===== src/rtl/reg_wb_arbiter.sv =====
// reg_wb_arbiter: round-robin writeback arbiter feeding the LC-3 register file write port.
// One grant per cycle; the winner is registered and presented on ld_reg for exactly one cycle.
module reg_wb_arbiter #(
    parameter int NREQ   = 3,
    parameter int DATA_W = 16
) (
    input  logic                     clk,
    input  logic                     reset,
    input  logic [NREQ-1:0]          req_valid_i,
    output logic [NREQ-1:0]          req_ready_o,
    input  logic [3*NREQ-1:0]        req_dr_i,
    input  logic [DATA_W*NREQ-1:0]   req_data_i,
    input  logic                     wb_hold_i,
    output logic                     ld_reg_o,
    output logic [2:0]               dr_addr_o,
    output logic [DATA_W-1:0]        from_bus_o,
    output logic [2:0]               wb_grant_id_o,
    output logic [15:0]              wb_count_o
);
    logic [2:0]        ptr_q, ptr_d, win, dr_q, dr_d, gid_q, gid_d;
    logic [DATA_W-1:0] bus_q, bus_d;
    logic [15:0]       cnt_q, cnt_d;
    logic              ld_q, found;

    // Two passes give the wrap-around search: indices >= ptr first, then the rest.
    always_comb begin
        found       = 1'b0;
        win         = '0;
        req_ready_o = '0;
        dr_d        = dr_q;
        bus_d       = bus_q;
        if (!reset && !wb_hold_i) begin
            for (int i = 0; i < NREQ; i++)
                if (!found && req_valid_i[i] && 3'(i) >= ptr_q) begin
                    found = 1'b1;
                    win   = 3'(i);
                end
            for (int i = 0; i < NREQ; i++)
                if (!found && req_valid_i[i]) begin
                    found = 1'b1;
                    win   = 3'(i);
                end
        end
        for (int i = 0; i < NREQ; i++) begin
            req_ready_o[i] = found && win == 3'(i);
            if (req_ready_o[i]) begin
                dr_d  = req_dr_i[3*i +: 3];
                bus_d = req_data_i[DATA_W*i +: DATA_W];
            end
        end
        gid_d = found ? win : gid_q;
        ptr_d = found ? (win == 3'(NREQ-1) ? 3'd0 : win + 3'd1) : ptr_q;
        cnt_d = (ld_q && cnt_q != 16'hFFFF) ? cnt_q + 16'd1 : cnt_q;
    end

    always_ff @(posedge clk or posedge reset) begin
        if (reset) begin
            ptr_q <= '0;
            ld_q  <= 1'b0;
            dr_q  <= '0;
            bus_q <= '0;
            gid_q <= '0;
            cnt_q <= '0;
        end else begin
            ptr_q <= ptr_d;
            ld_q  <= found;
            dr_q  <= dr_d;
            bus_q <= bus_d;
            gid_q <= gid_d;
            cnt_q <= cnt_d;
        end
    end

    assign ld_reg_o      = ld_q;
    assign dr_addr_o     = dr_q;
    assign from_bus_o    = bus_q;
    assign wb_grant_id_o = gid_q;
    assign wb_count_o    = cnt_q;
endmodule

===== config.mk =====
export PLATFORM = sky130hd
export DESIGN_NAME = reg_wb_arbiter
export DESIGN_NICKNAME = d
export VERILOG_FILES = /design/src/rtl/reg_wb_arbiter.sv
export SDC_FILE = /design/constraint.sdc
export NUM_CORES = 1
export LEC_CHECK = 0
export ABC_AREA = 0
export BUFFER_PORTS_ARGS = -buffer_cell sky130_fd_sc_hd__buf_4
export CAP_MARGIN = 10
export CORE_ASPECT_RATIO = 0.7
export CORE_MARGIN = 2
export CORE_UTILIZATION = 40
export DETAILED_ROUTE_END_ITERATION = 7
export PLACE_DENSITY = 0.71
export RECOVER_POWER = 50
export SYNTH_ARGS = -nofsm -noshare
export SYNTH_HDL_FRONTEND = slang
export SYNTH_SLANG_ARGS = --single-unit

===== constraint.sdc =====
create_clock -name clk -period 3.4 [get_ports clk]
set_clock_uncertainty 0.2 [all_clocks]
set_input_delay 1.02 -clock clk [delete_from_list [all_inputs] [get_ports clk]]
set_output_delay 1.02 -clock clk [all_outputs]
set_load 0.05 [all_outputs]

After elaboration in Yosys (flattened, before gate mapping)
Cells that the tools add are included.
{"block": "totals", "regBits": 42, "inputBits": 63, "output_inout_bits": 42}
{"block": "op_classes", "addsub": 2, "order_cmp": 3, "eq_ne": 3, "muxes": 25, "n_reduce_logical": 22}
{"cell": "$mux W16", "n": 3}
{"cell": "$mux W3", "n": 9}
{"cell": "$add A16 B1 Y16 const B", "n": 1}
{"cell": "$ne A16 B16 Y1 const B", "n": 1}
{"cell": "$logic_and A1 B1 Y1", "n": 13}
{"cell": "$mux W1", "n": 13}
{"cell": "$logic_not A1 Y1", "n": 7}
{"cell": "$ge A1 B3 Y1 const A", "n": 2}
{"cell": "$add A3 B1 Y3 const B", "n": 1}
{"cell": "$eq A3 B1 Y1 const B", "n": 1}
{"cell": "$eq A3 B2 Y1 const B", "n": 1}
{"cell": "$ge A2 B3 Y1 const A", "n": 1}
{"cell": "$logic_not A3 Y1", "n": 1}
{"cell": "$reduce_bool A3 Y1", "n": 1}

Longest topological paths before layout
Gate-level depths: netlist (run 1).
{"block": "logic_depth", "depth_word": 31, "depth_mapped": 8}

Worst setup path after synthesis (run 1)
Ideal clock, no wire load.
{"block": "synth_timing", "path_type": "input port to output port", "from": "in req_valid_i[2]", "to": "out req_ready_o[0]", "arrival_ns": 3.010, "required_ns": 2.180, "slack_ns": -0.830, "path_stages": 6, "cell_sequence": "and3b_1 -> o22ai_1 -> nand4_1 -> buf_2 -> inv_1 -> nor3_1"}
{"block": "synth_via", "elab_chain_cells": 18}
{"element": "start: declaration", "line_no": "9", "text": "input logic [NREQ-1:0] req_valid_i,"}
{"element": "$logic_and A1 B1 Y1 (2 in series)", "line_no": "34", "text": "if (!found && req_valid_i[i] && 3'(i) >= ptr_q) begin"}
{"element": "$mux W1", "line_no": "34"}
{"element": "$mux W1", "line_no": "32", "text": "if (!reset && !wb_hold_i) begin"}
{"element": "$logic_not A1 Y1", "line_no": "39", "text": "if (!found && req_valid_i[i]) begin"}
{"element": "$logic_and A1 B1 Y1", "line_no": "39"}
{"element": "$mux W1", "line_no": "39"}
{"element": "$mux W1", "line_no": "32"}
{"element": "$logic_not A1 Y1", "line_no": "39"}
{"element": "$logic_and A1 B1 Y1", "line_no": "39"}
{"element": "$mux W1", "line_no": "39"}
{"element": "$mux W1", "line_no": "32"}
{"element": "$logic_not A1 Y1", "line_no": "39"}
{"element": "$logic_and A1 B1 Y1", "line_no": "39"}
{"element": "$mux W3", "line_no": "39"}
{"element": "$mux W3", "line_no": "32"}
{"element": "$logic_not A3 Y1", "line_no": "45", "text": "req_ready_o[i] = found && win == 3'(i);"}
{"element": "$logic_and A1 B1 Y1 (*)", "line_no": "45"}
{"element": "end: declaration", "line_no": "10", "text": "output logic [NREQ-1:0] req_ready_o,"}
Mark *: on every way between the ends. The rest lies on a longest branch, timed or not. The select of a mux whose other input is x is not followed.

Worst setup path in the final report (run 1)
{"block": "layout_timing", "from": "in req_valid_i[1]", "to": "out req_ready_o[0]"}
{"block": "layout_via", "elab_chain_cells": 23}
{"element": "$logic_and A1 B1 Y1 (2 in series)", "line_no": "34"}
{"element": "$mux W1", "line_no": "34"}
{"element": "$mux W1", "line_no": "32"}
{"element": "$logic_not A1 Y1", "line_no": "34"}
{"element": "$logic_and A1 B1 Y1 (2 in series)", "line_no": "34"}
{"element": "$mux W1", "line_no": "34"}
{"element": "$mux W1", "line_no": "32"}
{"element": "$logic_not A1 Y1", "line_no": "39"}
{"element": "[... 5 more ...]"}
{"element": "$mux W1", "line_no": "39"}
{"element": "$mux W1", "line_no": "32"}
{"element": "$logic_not A1 Y1", "line_no": "39"}
{"element": "$logic_and A1 B1 Y1", "line_no": "39"}
{"element": "$mux W3", "line_no": "39"}
{"element": "$mux W3", "line_no": "32"}
{"element": "$logic_not A3 Y1", "line_no": "45"}
{"element": "$logic_and A1 B1 Y1 (*)", "line_no": "45"}
Marked as above.

==> key figures, run 1 <==
Route
  • Met1 wire length: 2.537 mm
  • Routed via count: just under 2000
  • Via density: 4.939
  • Met2 wire len: approximately 2.7 mm
  • Top layer in use: met4
  • ANT nets after route: 0
  • DR WL/cell: 14.21 um
  • Number of DRC markers in iteration 0: between 80 and 90
  • Drc violations: 0
  • Drt first pass iters: 4
  • WL final: 5.614 mm
  • Met3 WL: just under 300 um

Global routing
  • Largest net degree at the start of global routing: 42
  • Vias in the first global route: a little under 2000
  • Initial antenna violation count: 0
  • GRT Total Usage: 0.1919
  • Gr ovfl total: 0
  • First-pass GRT wire length: 8.956 mm

CTS
  • CTS tree: yes
  • Number of buffers inserted by hold repair at cts: 0
  • CTS H-tree lvls: 2
  • Clk sink count: a little over 40
  • CTS clk-pin slew, worst paths: 0.07 ns
  • Clock Latency Late Sink: roughly 0.29 ns
  • CTS max path bufs: 2
  • Clk root buf: clkbuf_8
  • Num CTS Buffers: 5

Placement
  • Setup WS pre-CTS: -0.1679 ns
  • DP Wirelength: 4.123 mm
  • Buffers on Ports: 103
  • Final GP Congestion: 0.8376

Setup path
  • CP peak stage delay: 0.39 ns
  • Reg2reg end: from_bus_o[3]
  • CP endpoint kind: output pin
  • Worst path slowest cell: or3_4
  • Critical path, cell by cell: buf_8, nor4b_4, o31ai_4, or3_4, clkinv_8, nor3_4, buf_6
  • CP bufs+invs: 3
  • Startpoint types: input port
  • CP Data Arrival Time: 2.11 ns
  • Max FO, Critical Path: 3
  • Worst reg2reg setup slack: 1.07 ns
  • Crit path required time: 2.18 ns
  • WP depth: 7
  • Critical Path Source: req_valid_i[1]
  • Worst R2R Start: ptr_q[1]
  • FF-to-FF path depth: 7
  • Setup crit end: req_ready_o[0]
  • Critical path class: in -> out
  • Worst path top cell family by delay: simple AND/OR/NAND/NOR gates

Timing
  • Final min period: 3.332 ns
  • Crit share post-route: 0.9801
  • Final Setup Violations: 0
  • Final Max Tran Viols: 0
  • Worst setup margin: 0.06758 ns
  • Final hold vios: 0
  • RSZ-0062 raised after global routing: no
  • Slew headroom: 0.3131
  • Worst-Margin Slew: 1.030 ns
  • FMAX: around 0.30 GHz

Synth
  • Netlist cell types: 36
  • Cell Area, Synth: 2122 um^2
  • Sequential share of the synthesized area: 0.4835
  • Syn_nets: 278
  • Post-Synthesis Cells: ~210
  • Yosys top cell by area: dfrtp_1
  • Total number of yosys warnings: 0
  • Mapped Avg Cell Area: 9.916 um^2
  • Synth top area share: 0.4835
  • Largest cells by area after synthesis: dfrtp_1 48%, mux2i_1 6.6%, a211oi_2 5.9%
  • Seq cells post-synth: 41

Power and ir drop
  • Pwr dens: around 550 nW/um^2
  • Total design power: 1731 uW
  • Maximum vdd drop: 0.0002524 V
  • P_leak: 0.001561 uW

Final layout
  • Ant diodes: 0
  • Commonest non-fill, non-tap cells in the layout: 104 x buf_4, 41 x dfrtp_1, 28 x nor2_1, 25 x nand2_1
  • Area grow syn2layout: 48.23%
  • Total Nets Final: around 390
  • Most common cell after layout, fill and taps aside: buf_4
  • Share of cells above drive strength 1: 0.4118
  • FILL cells: 470

Floorplanning
  • Die Wd: 91.06 um
  • Die Ht: 64.94 um
  • I/O pins: between 100 and 150
  • Core area: 5175 um^2
  • Std cell rows: 22
  • Die ar.: 5913 um^2
  • Initial Utilization: 0.4101

Run status
  • Status: finished clean

Job
  • Max-cap violations: 0

Hold path
  • HP Class: reg -> reg
-- stage by stage --
stage | instances | hold WS [ns] | instance area, um^2 | setup TNS (ns) | util
final | 395 | 0.2891 | 3146 | 0 | 0.6078
after global routing | 395 | 0.3190 | 3146 | 0 | 0.6078
after CTS | 395 | 0.2928 | 3171 | -0.0003888 | 0.6127
after detailed placement | 385 | 0.2735 | 3028 | -0.2903 | 0.5851
after global placement | 385 | 0.2607 | 3028 | -0.2056 | 0.5851
after floorplan | 214 | 0.2962 | 2172 | -0.09887 | -
-- where the power goes --
part           leakage, uW  total, uW  switching, uW  internal (uW)
Clock            0.0000540        378            164            213
Sequential        0.000503        648           75.0            573
Combinational      0.00100        705            467            238
Total              0.00156       1730            706           1020
-- Yosys cell counts, drive strengths merged --
cell type and count:
nor3 15, clkinv 1, inv 6, o31ai 2, xnor2 9, and3 3
a31oi 1, ha 1, o22ai 1, nand3b 1, xor2 3, dfrtp 41
buf 5, a211oi 16, mux2 1, nor2 29, a21oi 9, nand4 4
nand3 7, or3 1, nand2 25, and2 1, nor3b 1, a21o 1
conb 1, a311oi 5, and3b 1, clkbuf 6, nor4b 1, and4 1
mux2i 14, o21ai 1
-- per-layer routing --
metal	global-route usage	vias up
met5	0	-
li1	-	969
met4	0.04735	0
met1	0.2424	925
met2	0.3324	53
met3	0.04884	4
-- how the worst min path moves through the flow --
stage                     cells past startpoint  slack [ns]        startpoint          endpoint
final                                         2        0.29  wb_grant_id_o[1]  wb_grant_id_o[1]
after floorplan                               1        0.30          ptr_q[0]          ptr_q[0]
after global routing                          2        0.32  wb_grant_id_o[1]  wb_grant_id_o[1]
after detailed placement                      2        0.27  wb_grant_id_o[1]  wb_grant_id_o[1]
after global placement                        2        0.26  wb_grant_id_o[1]  wb_grant_id_o[1]
after CTS                                     2        0.29  wb_grant_id_o[1]  wb_grant_id_o[1]
-- final cells by class --
type                            count  area [um^2]  share of cell area
Clock buffer                        5        68.82             0.02188
Sequential cell                    41         1026              0.3262
Inverter                            7        42.54             0.01352
Tap cell                           72        90.09             0.02864
Timing Repair Buffer              113        834.6              0.2653
Clock inverter                      2        35.03             0.01114
Multi-Input combinational cell    155         1049              0.3333
-- sequential cells by signal, indices dropped and copies added (netlist names) --
| signal | flops |
|---|---|
| from_bus_o | 16 |
| wb_grant_id_o | 2 |
| ld_reg_o | 1 |
| wb_count_o | 16 |
| dr_addr_o | 3 |
| ptr_q | 3 |
-- timing repair --
item                                    CTS  global route
gates resized for setup                   4             0
setup buffers                             3             0
pin swaps                                 4             1
endpoints found under the setup margin    2             2
endpoints found under the hold margin     0             0
-- worst reg2reg max path: stages, from the launching register on --
cell and delay [ns]:
dfrtp_1 0.45, nor3b_1 0.20, o31ai_4 0.27, or3_4 0.21, clkinv_8 0.06, buf_4 0.13, nor2_4 0.46, a311oi_1 0.20
-- cell families (layout without fill, tap and decap cells) --
group,after synthesis,after routing,share of synthesized area
AND/OR/NAND/NOR,90,90,0.1999
AO/OA/AOI/OAI,36,36,0.1456
XOR/XNOR,12,12,0.04953
flip-flops,41,41,0.4835
multiplexers,15,15,0.07134
other,1,1,0.001767
adder cells (fa/ha/maj),1,1,0.005895
buffers and inverters,18,127,0.04245
No activity file was read; power rests on OpenSTA's default activity.
==> run 2, diff against run 1 <==
--- a/config.mk
+++ b/config.mk
@@ -10,9 +10,9 @@
 export CAP_MARGIN = 10
 export CORE_ASPECT_RATIO = 0.7
 export CORE_MARGIN = 2
-export CORE_UTILIZATION = 40
+export CORE_UTILIZATION = 45
 export DETAILED_ROUTE_END_ITERATION = 7
-export PLACE_DENSITY = 0.71
+export PLACE_DENSITY = 0.79
 export RECOVER_POWER = 50
 export SYNTH_ARGS = -nofsm -noshare
 export SYNTH_HDL_FRONTEND = slang
==> run 2 against run 1 <==
The run now ends with capacitance limit, slew limit left. Total power decreased by 0.92%. Worst hold slack got worse by 0.0054 ns. Combinational power increased by 2%.
==> key figures, run 2 (synthesized netlist as in run 1, its figures left out) <==
Floorplanning
  • Std cell rows: 20 (-9.1%)
  • I/O pins: 105 (unchanged)
  • Die Wd: 86.08 um (-5.5%)
  • Core area: 4429 um^2 (-14%)
  • Die Ht: 61.46 um (-5.4%)
  • Initial Utilization: 0.4791 (+0.06904)
  • Die ar.: 5290 um^2 (-11%)

Route
  • WL final: 5.864 mm (+4.5%)
  • ANT nets after route: 0 (unchanged)
  • Drc violations: 0 (unchanged)
  • Routed via count: 2006 (+2.8%)
  • Number of DRC markers in iteration 0: 130 (+55%)
  • DR WL/cell: 15.47 um (+8.9%)
  • Via density: 5.293 (+7.2%)
  • Drt first pass iters: 4 (unchanged)

Setup path
  • CP Data Arrival Time: 2.13 ns (+0.02 ns)
  • Worst reg2reg setup slack: 0.54 ns (-0.53 ns)
  • Max FO, Critical Path: 3 (unchanged)
  • Critical path class: in -> out
  • Critical path, cell by cell: buf_6, nor4b_4, o31ai_4, or3_4, clkinv_8, nor3_4, buf_6
  • Worst path slowest cell: or3_4
  • CP bufs+invs: 3 (unchanged)
  • CP endpoint kind: output pin
  • Critical path's most frequent cell: buf_6
  • Crit path required time: 2.18 ns (about the same)
  • Startpoint types: input port
  • Worst path top cell family by delay: simple AND/OR/NAND/NOR gates
  • CP peak stage delay: 0.38 ns (about the same)

Power and ir drop
  • Combinational share of power: 0.420 (+0.013)
  • Clock share of power: 0.202 (-0.016)
  • Pint: 1004 uW (-2.1%)
  • Pwr dens: 548.8 nW/um^2 (-0.24%)
  • Total design power: 1715 uW (-0.92%)
  • P_leak: 0.001559 uW (-0.11%)
  • Register share of total power: 0.378 (+0.004)
  • Net Sw Frac: 0.4147 (+0.006924)
  • Switch Pwr: 711.1 uW (+0.76%)
  • Maximum vdd drop: 0.0004151 V (+64%)

Placement
  • Dpl cells: 369 (-4.2%)
  • Buffers on Ports: 103 (unchanged)
  • Final GP Congestion: 0.8349 (-0.32%)
  • DP Wirelength: 4.414 mm (+7.1%)
  • Post-DP Area: 3014 um^2 (-0.45%)

Final layout
  • Non-Filler Instances: 379 (-4.1%)
  • Ant diodes: 0 (unchanged)
  • Final core occ: 0.7054 (+0.09753)
  • Area grow syn2layout: 47.23%
  • Register area: 1026 um^2 (unchanged)
  • Final Cell Area: 3124 um^2 (-0.68%)
  • Area of the multi-input gates: 1049 um^2 (unchanged)
  • Most common cell after layout, fill and taps aside: buf_4
  • Total Nets Final: 387 (unchanged)
  • Commonest non-fill, non-tap cells in the layout: 106 x buf_4, 41 x dfrtp_1, 28 x nor2_1, 25 x nand2_1
  • Share of cells above drive strength 1: 0.4167 (+0.004902)
  • FILL cells: 345 (-27%)

Run status
  • Violated checks: capacitance limit, slew limit
  • Status: finished with violations

Job
  • Max-cap violations: 1 (+1)

CTS
  • CTS H-tree lvls: 2 (unchanged)
  • Clock Latency Late Sink: 0.29 ns (about the same)
  • Clk sink count: 41 (unchanged)
  • CTS tree: yes
  • CTS clk-pin slew, worst paths: 0.08 ns (about the same)
  • Clk root buf: clkbuf_8
  • CTS max path bufs: 2 (unchanged)
  • Num CTS Buffers: 5 (unchanged)

Global routing
  • First-pass GRT wire length: 9.301 mm (+3.9%)
  • Initial antenna violation count: 0 (unchanged)
  • Vias in the first global route: 1945 (+1.1%)
  • Gr ovfl total: 0 (unchanged)
  • Largest net degree at the start of global routing: 27 (-36%)
  • GRT Total Usage: 0.2309 (+0.03900)

Timing
  • Slew headroom: -0.03016 (-0.3432)
  • FMAX: 0.2985 GHz (-0.54%)
  • Crit share post-route: 0.9854 (+0.005307)
  • Final hold slack: 0.2837 ns (-0.005440 ns)
  • Worst-Margin Slew: 1.545 ns (+0.5149 ns)
  • Final min period: 3.350 ns (+0.01804 ns)
  • Final Setup Violations: 0 (unchanged)
  • RSZ-0062 raised after global routing: no
  • Final hold vios: 0 (unchanged)
  • Final Max Tran Viols: 27 (+27)

Hold path
  • HP Class: reg -> reg
run 2: cell types whose count changed in the layout (fill, tap and decap cells not counted):
cell       previous run  this run
buf_4               104       106
buf_6                 1         2
buf_8                 1         0
bufinv_16             1         0
clkbuf_1              6         5
clkbuf_2              1         0
clkbuf_8              5         7
clkinv_1              0         1
inv_1                 5         4
run 2: worst register-to-register path, cell delays in order, from the launching register on:
cell	delay (ns)
dfrtp_1	0.44
and3b_1	0.23
o22ai_1	0.06
nand4_1	0.14
clkbuf_1	1.15
mux2i_1	0.28
a211oi_2	0.28
run 2: area by class of cell:
type,count,share of cell area
clock buffers,7,0.03084
inverters,7,0.01362
clock inverters,1,0.001602
multi-input cells,155,0.3356
well taps,55,0.02203
flip-flops and latches,41,0.3284
repair buffers,113,0.2679
run 2: final timing paths:
check                            startpoint               end  cells after the start
setup / recovery             req_valid_i[1]    req_ready_o[0]                      7
max in group asynchronous             reset     wb_count_o[1]                      3
hold / removal             wb_grant_id_o[0]  wb_grant_id_o[0]                      2
setup reg to reg                   ptr_q[2]     from_bus_o[1]                      6
min in group asynchronous             reset    wb_count_o[11]                      2
hold reg to reg            wb_grant_id_o[0]  wb_grant_id_o[0]                      2
run 2: power by group through the flow:
stage | combinational [uW] | sequential [uW] | clock, uW
floorplan | 188 | 936 | 0
global placement | 712 | 655 | 0
detailed placement | 722 | 656 | 0
CTS | 727 | 648 | 355
global route | 764 | 662 | 380
finish | 720 | 649 | 346
run 2: metrics by stage:
stage	setup TNS [ns]	setup WS, ns
after floorplan	-0.09887	-0.09887
after global placement	-0.1780	-0.1119
after detailed placement	-0.2813	-0.1634
after CTS	0	0.005327
after global routing	0	0.009335
final	0	0.04954
run 2: timing repair:
action	in CTS	in global routing
cloned	0	0
setup buffers	2	0
endpoints found under the setup margin	2	2
gates resized for setup	3	0
hold buffers	0	0
pin swaps	3	1
run 2: routing by layer:
layer	routed length [um]	track usage	vias up
li1	-	-	970
met4	72	0.08163	0
met3	412	0.05764	7
met5	0	0	-
met2	2686	0.3566	78
met1	2692	0.3217	951
